[config.mk]
export PLATFORM = sky130hd
export DESIGN_NAME = fib_seq_gen
export DESIGN_NICKNAME = d
export VERILOG_FILES = /design/src/rtl/fib_pkg.sv /design/src/rtl/fib_sat_add.sv /design/src/rtl/fib_seq_gen.sv
export SDC_FILE = /design/constraint.sdc
export NUM_CORES = 1
export LEC_CHECK = 0
export CORE_MARGIN = 5
export CORE_UTILIZATION = 40
export DETAILED_ROUTE_END_ITERATION = 10
export PLACE_DENSITY_LB_ADDON = 0.25
export SLEW_MARGIN = 40
export SYNTH_ARGS = -nofsm -noshare
export SYNTH_HDL_FRONTEND = slang
export SYNTH_HIERARCHICAL = 1
export SYNTH_SLANG_ARGS = --single-unit
[constraint.sdc]
create_clock -name clk -period 3.2 [get_ports clk]
set_input_delay 0.64 -clock clk [delete_from_list [all_inputs] [get_ports clk]]
set_output_delay 0.64 -clock clk [all_outputs]
set_load 0.02 [all_outputs]
[src/rtl/fib_pkg.sv]
// Shared definitions for the additive-sequence generator.
// Ports: none (package).
// Holds the overflow-mode encodings and the FSM state type.
package fib_pkg;

    localparam logic [1:0] MODE_WRAP = 2'b00;
    localparam logic [1:0] MODE_SAT  = 2'b01;
    localparam logic [1:0] MODE_HALT = 2'b10;

    typedef enum logic {
        ST_IDLE = 1'b0,
        ST_RUN  = 1'b1
    } fib_state_e;

endpackage

[src/rtl/fib_sat_add.sv]
// Purpose : WIDTH+1-bit adder with optional saturation of the WIDTH-bit result.
// Latency : combinational.
// Ports   : a, b (addends), sat (clamp on carry) -> sum (WIDTH bits), carry.
module fib_sat_add #(
    parameter int WIDTH = 10
) (
    input  logic [WIDTH-1:0] a,
    input  logic [WIDTH-1:0] b,
    input  logic             sat,
    output logic [WIDTH-1:0] sum,
    output logic             carry
);

    logic [WIDTH:0] full_sum;

    assign full_sum = {1'b0, a} + {1'b0, b};
    assign carry    = full_sum[WIDTH];
    assign sum      = (sat && carry) ? {WIDTH{1'b1}} : full_sum[WIDTH-1:0];

endmodule

[src/rtl/fib_seq_gen.sv]
// Purpose : streams num_terms terms of t(n)=t(n-1)+t(n-2) from two seeds, with wrap/saturate/halt overflow handling.
// Latency : first term valid one cycle after start; one term per cycle while out_ready is high.
// Ports   : start/seed0/seed1/num_terms/mode in; out_valid/out_ready/out_data/out_last stream; busy, done pulse, sticky overflow.
module fib_seq_gen
    import fib_pkg::*;
#(
    parameter int WIDTH = 10,
    parameter int CNT_W = 8
) (
    input  logic             clk,
    input  logic             rst,
    input  logic             start,
    input  logic [WIDTH-1:0] seed0,
    input  logic [WIDTH-1:0] seed1,
    input  logic [CNT_W-1:0] num_terms,
    input  logic [1:0]       mode,
    input  logic             out_ready,
    output logic             out_valid,
    output logic [WIDTH-1:0] out_data,
    output logic             out_last,
    output logic             busy,
    output logic             done,
    output logic             overflow
);

    localparam logic [CNT_W-1:0] CNT_ONE = CNT_W'(1);

    fib_state_e       state_q, state_d;
    logic [WIDTH-1:0] a_q, a_d;
    logic [WIDTH-1:0] b_q, b_d;
    logic             b_ovf_q, b_ovf_d;
    logic [CNT_W-1:0] idx_q, idx_d;
    logic [CNT_W-1:0] nterm_q, nterm_d;
    logic [1:0]       mode_q, mode_d;
    logic             ovf_q, ovf_d;
    logic             done_q, done_d;

    logic             run;
    logic             hs;
    logic             last;
    logic [WIDTH-1:0] add_sum;
    logic             add_carry;

    // Mode 11 falls through to plain wrap: only SAT clamps, only HALT cuts short.
    fib_sat_add #(.WIDTH(WIDTH)) u_add (
        .a     (a_q),
        .b     (b_q),
        .sat   (mode_q == MODE_SAT),
        .sum   (add_sum),
        .carry (add_carry)
    );

    assign run  = (state_q == ST_RUN);
    assign hs   = run && out_ready;
    // In halt mode the beat whose successor was produced by a carrying sum is the final one.
    assign last = run && ((idx_q == (nterm_q - CNT_ONE)) ||
                          ((mode_q == MODE_HALT) && b_ovf_q));

    always_comb begin
        state_d = state_q;
        a_d     = a_q;
        b_d     = b_q;
        b_ovf_d = b_ovf_q;
        idx_d   = idx_q;
        nterm_d = nterm_q;
        mode_d  = mode_q;
        ovf_d   = ovf_q;
        done_d  = 1'b0;

        case (state_q)
            ST_IDLE: begin
                if (start) begin
                    a_d     = seed0;
                    b_d     = seed1;
                    b_ovf_d = 1'b0;
                    idx_d   = '0;
                    nterm_d = num_terms;
                    mode_d  = mode;
                    ovf_d   = 1'b0;
                    if (num_terms != '0) begin
                        state_d = ST_RUN;
                    end else begin
                        // Empty run: nothing to stream, just signal completion.
                        done_d = 1'b1;
                    end
                end
            end
            ST_RUN: begin
                if (hs) begin
                    a_d     = b_q;
                    b_d     = add_sum;
                    b_ovf_d = add_carry;
                    ovf_d   = ovf_q | add_carry;
                    idx_d   = idx_q + CNT_ONE;
                    if (last) begin
                        state_d = ST_IDLE;
                        done_d  = 1'b1;
                    end
                end
            end
            default: state_d = ST_IDLE;
        endcase
    end

    always_ff @(posedge clk or posedge rst) begin
        if (rst) begin
            state_q <= ST_IDLE;
            a_q     <= '0;
            b_q     <= '0;
            b_ovf_q <= 1'b0;
            idx_q   <= '0;
            nterm_q <= '0;
            mode_q  <= MODE_WRAP;
            ovf_q   <= 1'b0;
            done_q  <= 1'b0;
        end else begin
            state_q <= state_d;
            a_q     <= a_d;
            b_q     <= b_d;
            b_ovf_q <= b_ovf_d;
            idx_q   <= idx_d;
            nterm_q <= nterm_d;
            mode_q  <= mode_d;
            ovf_q   <= ovf_d;
            done_q  <= done_d;
        end
    end

    assign out_valid = run;
    assign out_data  = a_q;
    assign out_last  = last;
    assign busy      = run;
    assign done      = done_q;
    assign overflow  = ovf_q;

endmodule

==> results of run 1 <==
[metrics by stage]
stage                     hold slack [ns]  setup TNS (ns)  std cells
after floorplan                     0.466               0        276
after global routing                0.540               0        402
final                               0.516               0        402
after CTS                           0.523               0        402
after detailed placement            0.502         -0.0196        394
after global placement              0.490               0        394
[report_power, final]
group          leakage, nW  switching (mW)  internal (mW)
clock network       0.0579           0.191          0.230
logic                0.961            1.01          0.963
registers            0.521           0.220          0.767
[cell usage after synthesis (all sizes together) (3+ instances only)]
master  count  area [um2]
nor2b       4        32.5
nand2b      4        27.5
a21oi       9        45.0
inv         8        30.0
a22o        3        26.3
mux2        9         101
and3        3        18.8
o21ai      36         191
dfrtp      42        1050
nand3       6        30.0
mux2i      20         200
clkbuf     11        42.5
a21o        4        30.0
nor2        7        26.3
xor2        8        70.1
buf         4        27.5
nand2      40         150
xnor2       7        61.3
ha         12         150
[sequential cells by signal (all words and copies together) (netlist names)]
signal / count
busy: 1
out_data: 10
nterm_q: 8
b_ovf_q: 1
overflow: 1
done: 1
idx_q: 8
mode_q: 2
b_q: 10
[cells in the final DEF, fill, tap and decap left out, types with 3 or more instances in the layout]
| cell | netlist | routed |
|---|---|---|
| sky130_fd_sc_hd__ha_1 | 12 | 12 |
| sky130_fd_sc_hd__mux2i_1 | 20 | 20 |
| sky130_fd_sc_hd__o21ai_2 | 3 | 3 |
| sky130_fd_sc_hd__a21oi_1 | 9 | 8 |
| sky130_fd_sc_hd__inv_1 | 8 | 8 |
| sky130_fd_sc_hd__nor2_1 | 7 | 6 |
| sky130_fd_sc_hd__nand2b_1 | 3 | 3 |
| sky130_fd_sc_hd__o21ai_0 | 33 | 33 |
| sky130_fd_sc_hd__clkdlybuf4s50_1 | 0 | 47 |
| sky130_fd_sc_hd__and3_1 | 3 | 3 |
| sky130_fd_sc_hd__xnor2_1 | 7 | 7 |
| sky130_fd_sc_hd__dfrtp_1 | 42 | 42 |
| sky130_fd_sc_hd__nor2b_1 | 3 | 3 |
| sky130_fd_sc_hd__nand2_1 | 40 | 40 |
| sky130_fd_sc_hd__xor2_1 | 8 | 8 |
| sky130_fd_sc_hd__buf_4 | 1 | 8 |
| sky130_fd_sc_hd__clkbuf_8 | 0 | 5 |
| sky130_fd_sc_hd__a21o_1 | 4 | 4 |
| sky130_fd_sc_hd__mux2_2 | 9 | 9 |
| sky130_fd_sc_hd__nand3_1 | 6 | 6 |
| sky130_fd_sc_hd__a22o_1 | 3 | 3 |
[worst max path at each step]
stage | start | endpoint | slack [ns] | depth (start not counted)
6_report | nterm_q[1]$_DFFE_PP0P_ | out_last | 0.10 | 6
5_1_grt | nterm_q[1]$_DFFE_PP0P_ | out_last | 0.0007 | 6
4_1_cts | nterm_q[1]$_DFFE_PP0P_ | out_last | 0.02 | 6
3_5_place_dp | nterm_q[1]$_DFFE_PP0P_ | out_last | -0.02 | 6
3_3_place_gp | nterm_q[0]$_DFFE_PP0P_ | out_last | 0.05 | 9
2_1_floorplan | nterm_q[0]$_DFFE_PP0P_ | out_last | 0.33 | 5
[routing by layer]
metal / GRT usage, % / vias up
met5: 0 / -
met4: 4.77 / 0
met1: 18.7 / 1003
met2: 24.8 / 38
li1: - / 1077
met3: 3.55 / 10
[what timing repair did]
| action | 4_1_cts | 5_1_grt |
|---|---|---|
| gates resized for setup | 5 | 4 |
| pin swaps | 0 | 0 |
| setup endpoints to repair | 1 | 1 |
[logic make-up (layout without fill, tap and decap cells)]
family,count (synthesis),count (layout),share of synthesized area [%]
AO/OA/AOI/OAI,71,71,17.0
XOR/XNOR,15,15,5.00
adder cells (fa/ha/maj),13,13,6.47
buffers and inverters,23,72,3.81
flip-flops,42,42,40.0
multiplexers,29,29,11.5
AND/OR/NAND/NOR,83,83,16.2
[cell type report]
type                       instances  area [um2]
multi-input combinational        211        1500
clock buffer                       5        68.8
fill                             614        3070
timing repair buffer              56         536
inverter                           8        30.0
tap                               77        96.3
sequential                        42        1050
clock inverter                     3        40.0
==> results.rst, run 1 <==
.. list-table::
   :header-rows: 1

   * - Metric
     - Value
   * - Dpl ws
     - -0.0196 ns
   * - Maximum level of the CTS H-tree
     - 2
   * - Setup repair after global routing missed its margin
     - no
   * - Io pins
     - 49
   * - Kind of critical path
     - register to output pin
   * - Arrival time of data at the critical path endpoint
     - 2.46 ns
   * - Wire length of the first global-routing pass
     - 10300 um
   * - GRT Total Usage
     - 14.8%
   * - Path depth of the worst reg2reg path
     - 10
   * - Core footprint
     - 0.00639 mm2
   * - Critical path capture point type
     - output pin
   * - Clk Latency, worst-skew pair
     - 0.30 ns
   * - Routed wire length
     - 5850 um
   * - Fraction of registers with async set/reset
     - 100%
   * - Max Clock Skew
     - 0.00281 ns
   * - Synthesized area per cell
     - 9.52 um2
   * - Sum of net half-perimeters after detailed placement
     - 4290 um
   * - Placed inst area
     - 0.00320 mm2
   * - DR pass1 iterations
     - 4
   * - Vias in the first global route
     - 2207
   * - Post-route cell area
     - 0.00332 mm2
   * - Post-detailed-route via-to-cell ratio
     - 5.29
   * - Die Area
     - 0.00829 mm2
   * - Post-CTS Setup Bufs
     - 0
   * - Leakage power
     - 1.54 nW
   * - Data required time of the critical path
     - 2.56 ns
   * - Register bit count reported by yosys
     - 42
   * - Buffer levels on the longest clock path
     - 2
   * - Row Count
     - 29
   * - Last weighted congestion value of the routability-driven placer
     - 0.749
   * - # Max-Cap Violations
     - 0
   * - Slack of the critical path
     - 0.103 ns
   * - Register area share after synthesis
     - 40.0%
   * - Series of cell instances along the critical path
     - or4_4 > or4b_1 > a21oi_2 > o311ai_2 > a21boi_1 > buf_2
   * - Routed wire length on met2
     - 2830 um
   * - Hold depth
     - 1
   * - Rel. slew slack
     - 64.9%
   * - Post-synthesis to final-layout area growth
     - 26.2%
   * - Worst path slowest cell
     - sky130_fd_sc_hd__or4b_1
   * - Slowest stage delay, CP
     - 0.56 ns
   * - Height of the die
     - 91.1 um
   * - Transition time of the tightest slew-check pin
     - 0.527 ns
   * - Total congestion overflow
     - 0
   * - Peak clock frequency supported by timing
     - 0.323 GHz
   * - Largest net degree at the start of global routing
     - 46
   * - Routed metal-1 wirelength
     - 2660 um
   * - Number of instances in the synthesized netlist
     - 276
   * - Min-Delay Endpoint
     - b_ovf_q$_DFFE_PP0P_
   * - Final Hold Vio Count
     - 0
   * - I/O Buffers
     - 48
   * - Residual DRC count
     - 0
   * - Chip Width
     - 91.1 um
   * - Flop-to-flop setup slack
     - 0.78 ns
   * - Result of the run
     - completed
   * - DRT iter0 DRCs
     - 91
   * - Buffering stage count on the worst path with inverters included
     - 1
   * - Detail-routed net length per standard cell
     - 14.5 um
   * - Worst-case vdd ir drop
     - 0.477 mV
   * - Via count
     - 2128
   * - Post-CTS Hold Fix Bufs
     - 0
   * - Number of enable flip-flop cells after synthesis
     - 0
   * - Min cycle time layout
     - 3.10 ns
   * - Clock transition at the register clock pins on the worst setup and hold paths after CTS
     - 0.08 ns
   * - Wire length on met3
     - 242 um
   * - Syn Nets
     - 323
   * - Beginning of the worst hold path
     - b_ovf_q$_DFFE_PP0P_
   * - Tot Pwr
     - 3.38 mW
   * - Number of CTS-inserted buffers
     - 5
   * - Final Cycle Share
     - 96.8%
   * - Capture point of the worst reg-to-reg path
     - b_q[0]$_DFFE_PP0P_
   * - Number of max-slew violations in the final report
     - 0
   * - Origin of the critical flop-to-flop path
     - out_data[0]$_DFFE_PP0P_
   * - Nets
     - 371
   * - Nature of the critical path startpoint
     - register
   * - Final count of negative-setup-slack endpoints
     - 0
   * - Synth Warn #
     - 6
   * - Top_reg_cell synth
     - sky130_fd_sc_hd__dfrtp_1
   * - CTS tree
     - done
   * - Areal power density over the cells
     - 1020 mW/mm2
   * - Sink count of the clock tree
     - 42
   * - Count of antenna-violating nets left after detailed routing
     - 0
   * - Share of post-route cells with drive strength above 1
     - 11.4%
   * - Gate family responsible for the most delay along the worst path
     - simple AND/OR/NAND/NOR gates
   * - Highest signal layer in the routed design
     - met4
   * - Final cell utilization of the core
     - 52.0%
   * - CP max FO
     - 3
   * - Number of antenna violations at the first check in global routing
     - 0
   * - Root Buffer
     - sky130_fd_sc_hd__clkbuf_8
   * - Antenna diode count
     - 0
   * - Post-synth cell types
     - 55
   * - Starting density of the core
     - 41.2%
   * - Path class of the lowest-slack min-delay path
     - register to register
   * - Cell Area, Synth
     - 0.00263 mm2
Power figures use the tool's default switching activity.
==> inputs of run 2 (changes only) <==
- clock period: 3.2 -> 2.5 ns (I/O delays scaled with it)
==> run 2 against run 1 <==
Net effect:
- the run now ends with negative setup slack left
- clock-buffer cell count up 1
- cell area grew 4.6%
- via count grew 3.8%
- first-iteration DRC count decreased by 41%
- worst hold slack worse by 0.0048 ns
- register-to-register slack lost 0.55 ns
- sequential cell count unchanged
- critical path type unchanged
- critical endpoint unchanged
- highest routed layer unchanged
==> results.rst, run 2 (synthesized netlist as in run 1, its figures left out) <==
.. list-table::
   :header-rows: 1

   * - Metric
     - Value
   * - Result of the run
     - finished, violations left (was completed)
   * - Violations in the final reports
     - negative setup slack
   * - DRT iter0 DRCs
     - 54 (was 91)
   * - Leading cell type in the layout, fill and taps excluded
     - sky130_fd_sc_hd__clkdlybuf4s50_1 (unchanged)
   * - Final Instance Count excl. Fillers
     - 418 (was 402)
   * - Placed Instances
     - 412 (was 394)
   * - Root Buffer
     - sky130_fd_sc_hd__clkbuf_8 (unchanged)
   * - CP max FO
     - 3 (unchanged)
   * - Post-synthesis to final-layout area growth
     - 32.0% (was 26.2%)
   * - Largest net degree at the start of global routing
     - 46 (unchanged)
   * - Routed wire length
     - 6010 um (was 5850 um)
   * - Number of antenna violations at the first check in global routing
     - 0 (unchanged)
   * - Arrival time of data at the critical path endpoint
     - 2.34 ns (was 2.46 ns)
   * - Transition time of the tightest slew-check pin
     - 0.535 ns (was 0.527 ns)
   * - Slowest stage delay, CP
     - 0.54 ns (was 0.56 ns)
   * - Peak clock frequency supported by timing
     - 0.352 GHz
   * - Setup repair after global routing missed its margin
     - yes (was no)
   * - Chip Width
     - 91.1 um (unchanged)
   * - Via count
     - 2208 (was 2128)
   * - Clk Latency, worst-skew pair
     - 0.29 ns (was 0.30 ns)
   * - Highest-count cells in the layout ignoring fill and taps
     - sky130_fd_sc_hd__clkdlybuf4s50_1 (47), sky130_fd_sc_hd__dfrtp_1 (42), sky130_fd_sc_hd__nand2_1 (40) (unchanged)
   * - Filler cells
     - 586 (was 614)
   * - Crit path from
     - nterm_q[1]$_DFFE_PP0P_ (unchanged)
   * - Maximum level of the CTS H-tree
     - 2 (unchanged)
   * - Number of max-slew violations in the final report
     - 0 (unchanged)
   * - # Max-Cap Violations
     - 0 (unchanged)
   * - Io pins
     - 49 (unchanged)
   * - Share of post-route cells with drive strength above 1
     - 17.0% (was 11.4%)
   * - Sum of net half-perimeters after detailed placement
     - 4440 um (was 4290 um)
   * - CTS tree
     - done (unchanged)
   * - Residual DRC count
     - 0 (unchanged)
   * - GRT Total Usage
     - 15.4% (was 14.8%)
   * - Final Cycle Share
     - 114%
   * - Max Clock Skew
     - 0.00376 ns (was 0.00281 ns)
   * - Detail-routed net length per standard cell
     - 14.4 um (was 14.5 um)
   * - Antenna diode count
     - 0 (unchanged)
   * - Sink count of the clock tree
     - 42 (unchanged)
   * - Fin Hold WS
     - 0.511 ns (was 0.516 ns)
   * - Data required time of the critical path
     - 2.00 ns (was 2.56 ns)
   * - Nets
     - 389 (was 371)
   * - Path depth of the worst reg2reg path
     - 10 (unchanged)
   * - Post-detailed-route via-to-cell ratio
     - 5.28 (was 5.29)
   * - Min cycle time layout
     - 2.84 ns
   * - Die Area
     - 0.00829 mm2 (unchanged)
   * - Flop-to-flop setup slack
     - 0.23 ns (was 0.78 ns)
   * - Dpl ws
     - -0.492 ns (was -0.0196 ns)
   * - Clock transition at the register clock pins on the worst setup and hold paths after CTS
     - 0.08 ns (about the same)
   * - Rel. slew slack
     - 64.4% (was 64.9%)
   * - Path class of the lowest-slack min-delay path
     - register to register (unchanged)
   * - Post-CTS Hold Fix Bufs
     - 0 (unchanged)
   * - Critical path capture point type
     - output pin (unchanged)
   * - Buffer levels on the longest clock path
     - 2 (unchanged)
   * - Final Hold Vio Count
     - 0 (unchanged)
   * - Count of antenna-violating nets left after detailed routing
     - 0 (unchanged)
   * - Origin of the critical flop-to-flop path
     - b_q[0]$_DFFE_PP0P_ (was out_data[0]$_DFFE_PP0P_)
   * - Worst path slowest cell
     - sky130_fd_sc_hd__or4_4 (was sky130_fd_sc_hd__or4b_1)
   * - Starting density of the core
     - 41.2% (unchanged)
   * - Nature of the critical path startpoint
     - register (unchanged)
   * - Number of CTS-inserted buffers
     - 5 (unchanged)
   * - Tot Pwr
     - 4.48 mW (was 3.38 mW)
   * - Series of cell instances along the critical path
     - or4_4 > or4b_4 > a21oi_4 > o311ai_4 > a21boi_2 > buf_6 (was or4_4 > or4b_1 > a21oi_2 > o311ai_2 > a21boi_1 > buf_2)
   * - Post-CTS Setup Bufs
     - 0 (unchanged)
   * - Height of the die
     - 91.1 um (unchanged)
   * - Final count of negative-setup-slack endpoints
     - 1 (was 0)
   * - Aggregate negative setup slack
     - -0.344 ns (was 0 ns)
   * - Worst-case vdd ir drop
     - 0.608 mV (was 0.477 mV)
   * - Wire length of the first global-routing pass
     - 10800 um (was 10300 um)
   * - Total congestion overflow
     - 0 (unchanged)
   * - Leakage power
     - 1.62 nW (was 1.54 nW)
   * - I/O Buffers
     - 48 (unchanged)
   * - Last weighted congestion value of the routability-driven placer
     - 0.738 (was 0.749)
   * - Capture point of the worst reg-to-reg path
     - b_q[8]$_DFFE_PP0P_ (was b_q[0]$_DFFE_PP0P_)
   * - Critical Path Sink
     - out_last (unchanged)
   * - Areal power density over the cells
     - 1290 mW/mm2 (was 1020 mW/mm2)
   * - DR pass1 iterations
     - 4 (unchanged)
   * - Kind of critical path
     - register to output pin (unchanged)
   * - Core footprint
     - 0.00639 mm2 (unchanged)
   * - Beginning of the worst hold path
     - b_q[9]$_DFFE_PP0P_ (was b_ovf_q$_DFFE_PP0P_)
   * - Row Count
     - 29 (unchanged)
   * - Slack of the critical path
     - -0.344 ns (was 0.103 ns)
   * - Vias in the first global route
     - 2361 (was 2207)
==> run 2: layout make-up <==
| type | instances | area, um2 | area share [%] |
|---|---|---|---|
| sequential | 42 | 1050 | 30.3 |
| clock buffer | 6 | 82.6 | 2.38 |
| timing repair buffer | 74 | 677 | 19.5 |
| tap | 77 | 96.3 | 2.78 |
| inverter | 8 | 30.0 | 0.865 |
| multi-input combinational | 211 | 1530 | 44.2 |
==> run 2: critical path: cells and delay by family (launching register included) <==
| family | cells | cell delay (ns) |
|---|---|---|
| compound gates | 3 | 0.49 |
| simple gates | 2 | 1.05 |
| buf+inv | 1 | 0.13 |
| flops | 1 | 0.38 |
==> run 2: how the worst min path moves through the flow <==
stage,endpoint,slack (ns),cells past startpoint
after floorplan,b_ovf_q$_DFFE_PP0P_,0.47,1
after global placement,b_ovf_q$_DFFE_PP0P_,0.49,1
after detailed placement,b_q[9]$_DFFE_PP0P_,0.50,2
after CTS,b_q[9]$_DFFE_PP0P_,0.52,2
after global routing,mode_q[0]$_DFFE_PP0P_,0.53,1
final,b_q[9]$_DFFE_PP0P_,0.51,2
==> run 2: what timing repair did <==
action,4_1_cts,5_1_grt
setup endpoints to repair,1,11
pin swaps,2,4
gates resized for setup,7,7
==> run 2: routing by layer <==
layer / routed length [um] / part of all wire, % / global-route usage [%] / vias to the layer above
met5: 0 / 0 / 0 / -
met4: 69 / 1.1 / 4.40 / 0
met3: 302 / 5.0 / 3.97 / 7
met2: 3020 / 50 / 27.0 / 46
met1: 2620 / 44 / 18.6 / 1041
li1: - / - / - / 1114
==> run 2: power breakdown <==
| group | switching [mW] | internal [mW] | total, mW |
|---|---|---|---|
| logic | 1.42 | 1.41 | 2.83 |
| registers | 0.231 | 0.982 | 1.21 |
| clock network | 0.222 | 0.213 | 0.435 |
==> run 2: per-stage QoR <==
step                area [um2]  util [%]
floorplan                 2640         -
global placement          3350      52.4
detailed placement        3350      52.4
CTS                       3440      53.9
global route              3470      54.3
finish                    3470      54.3
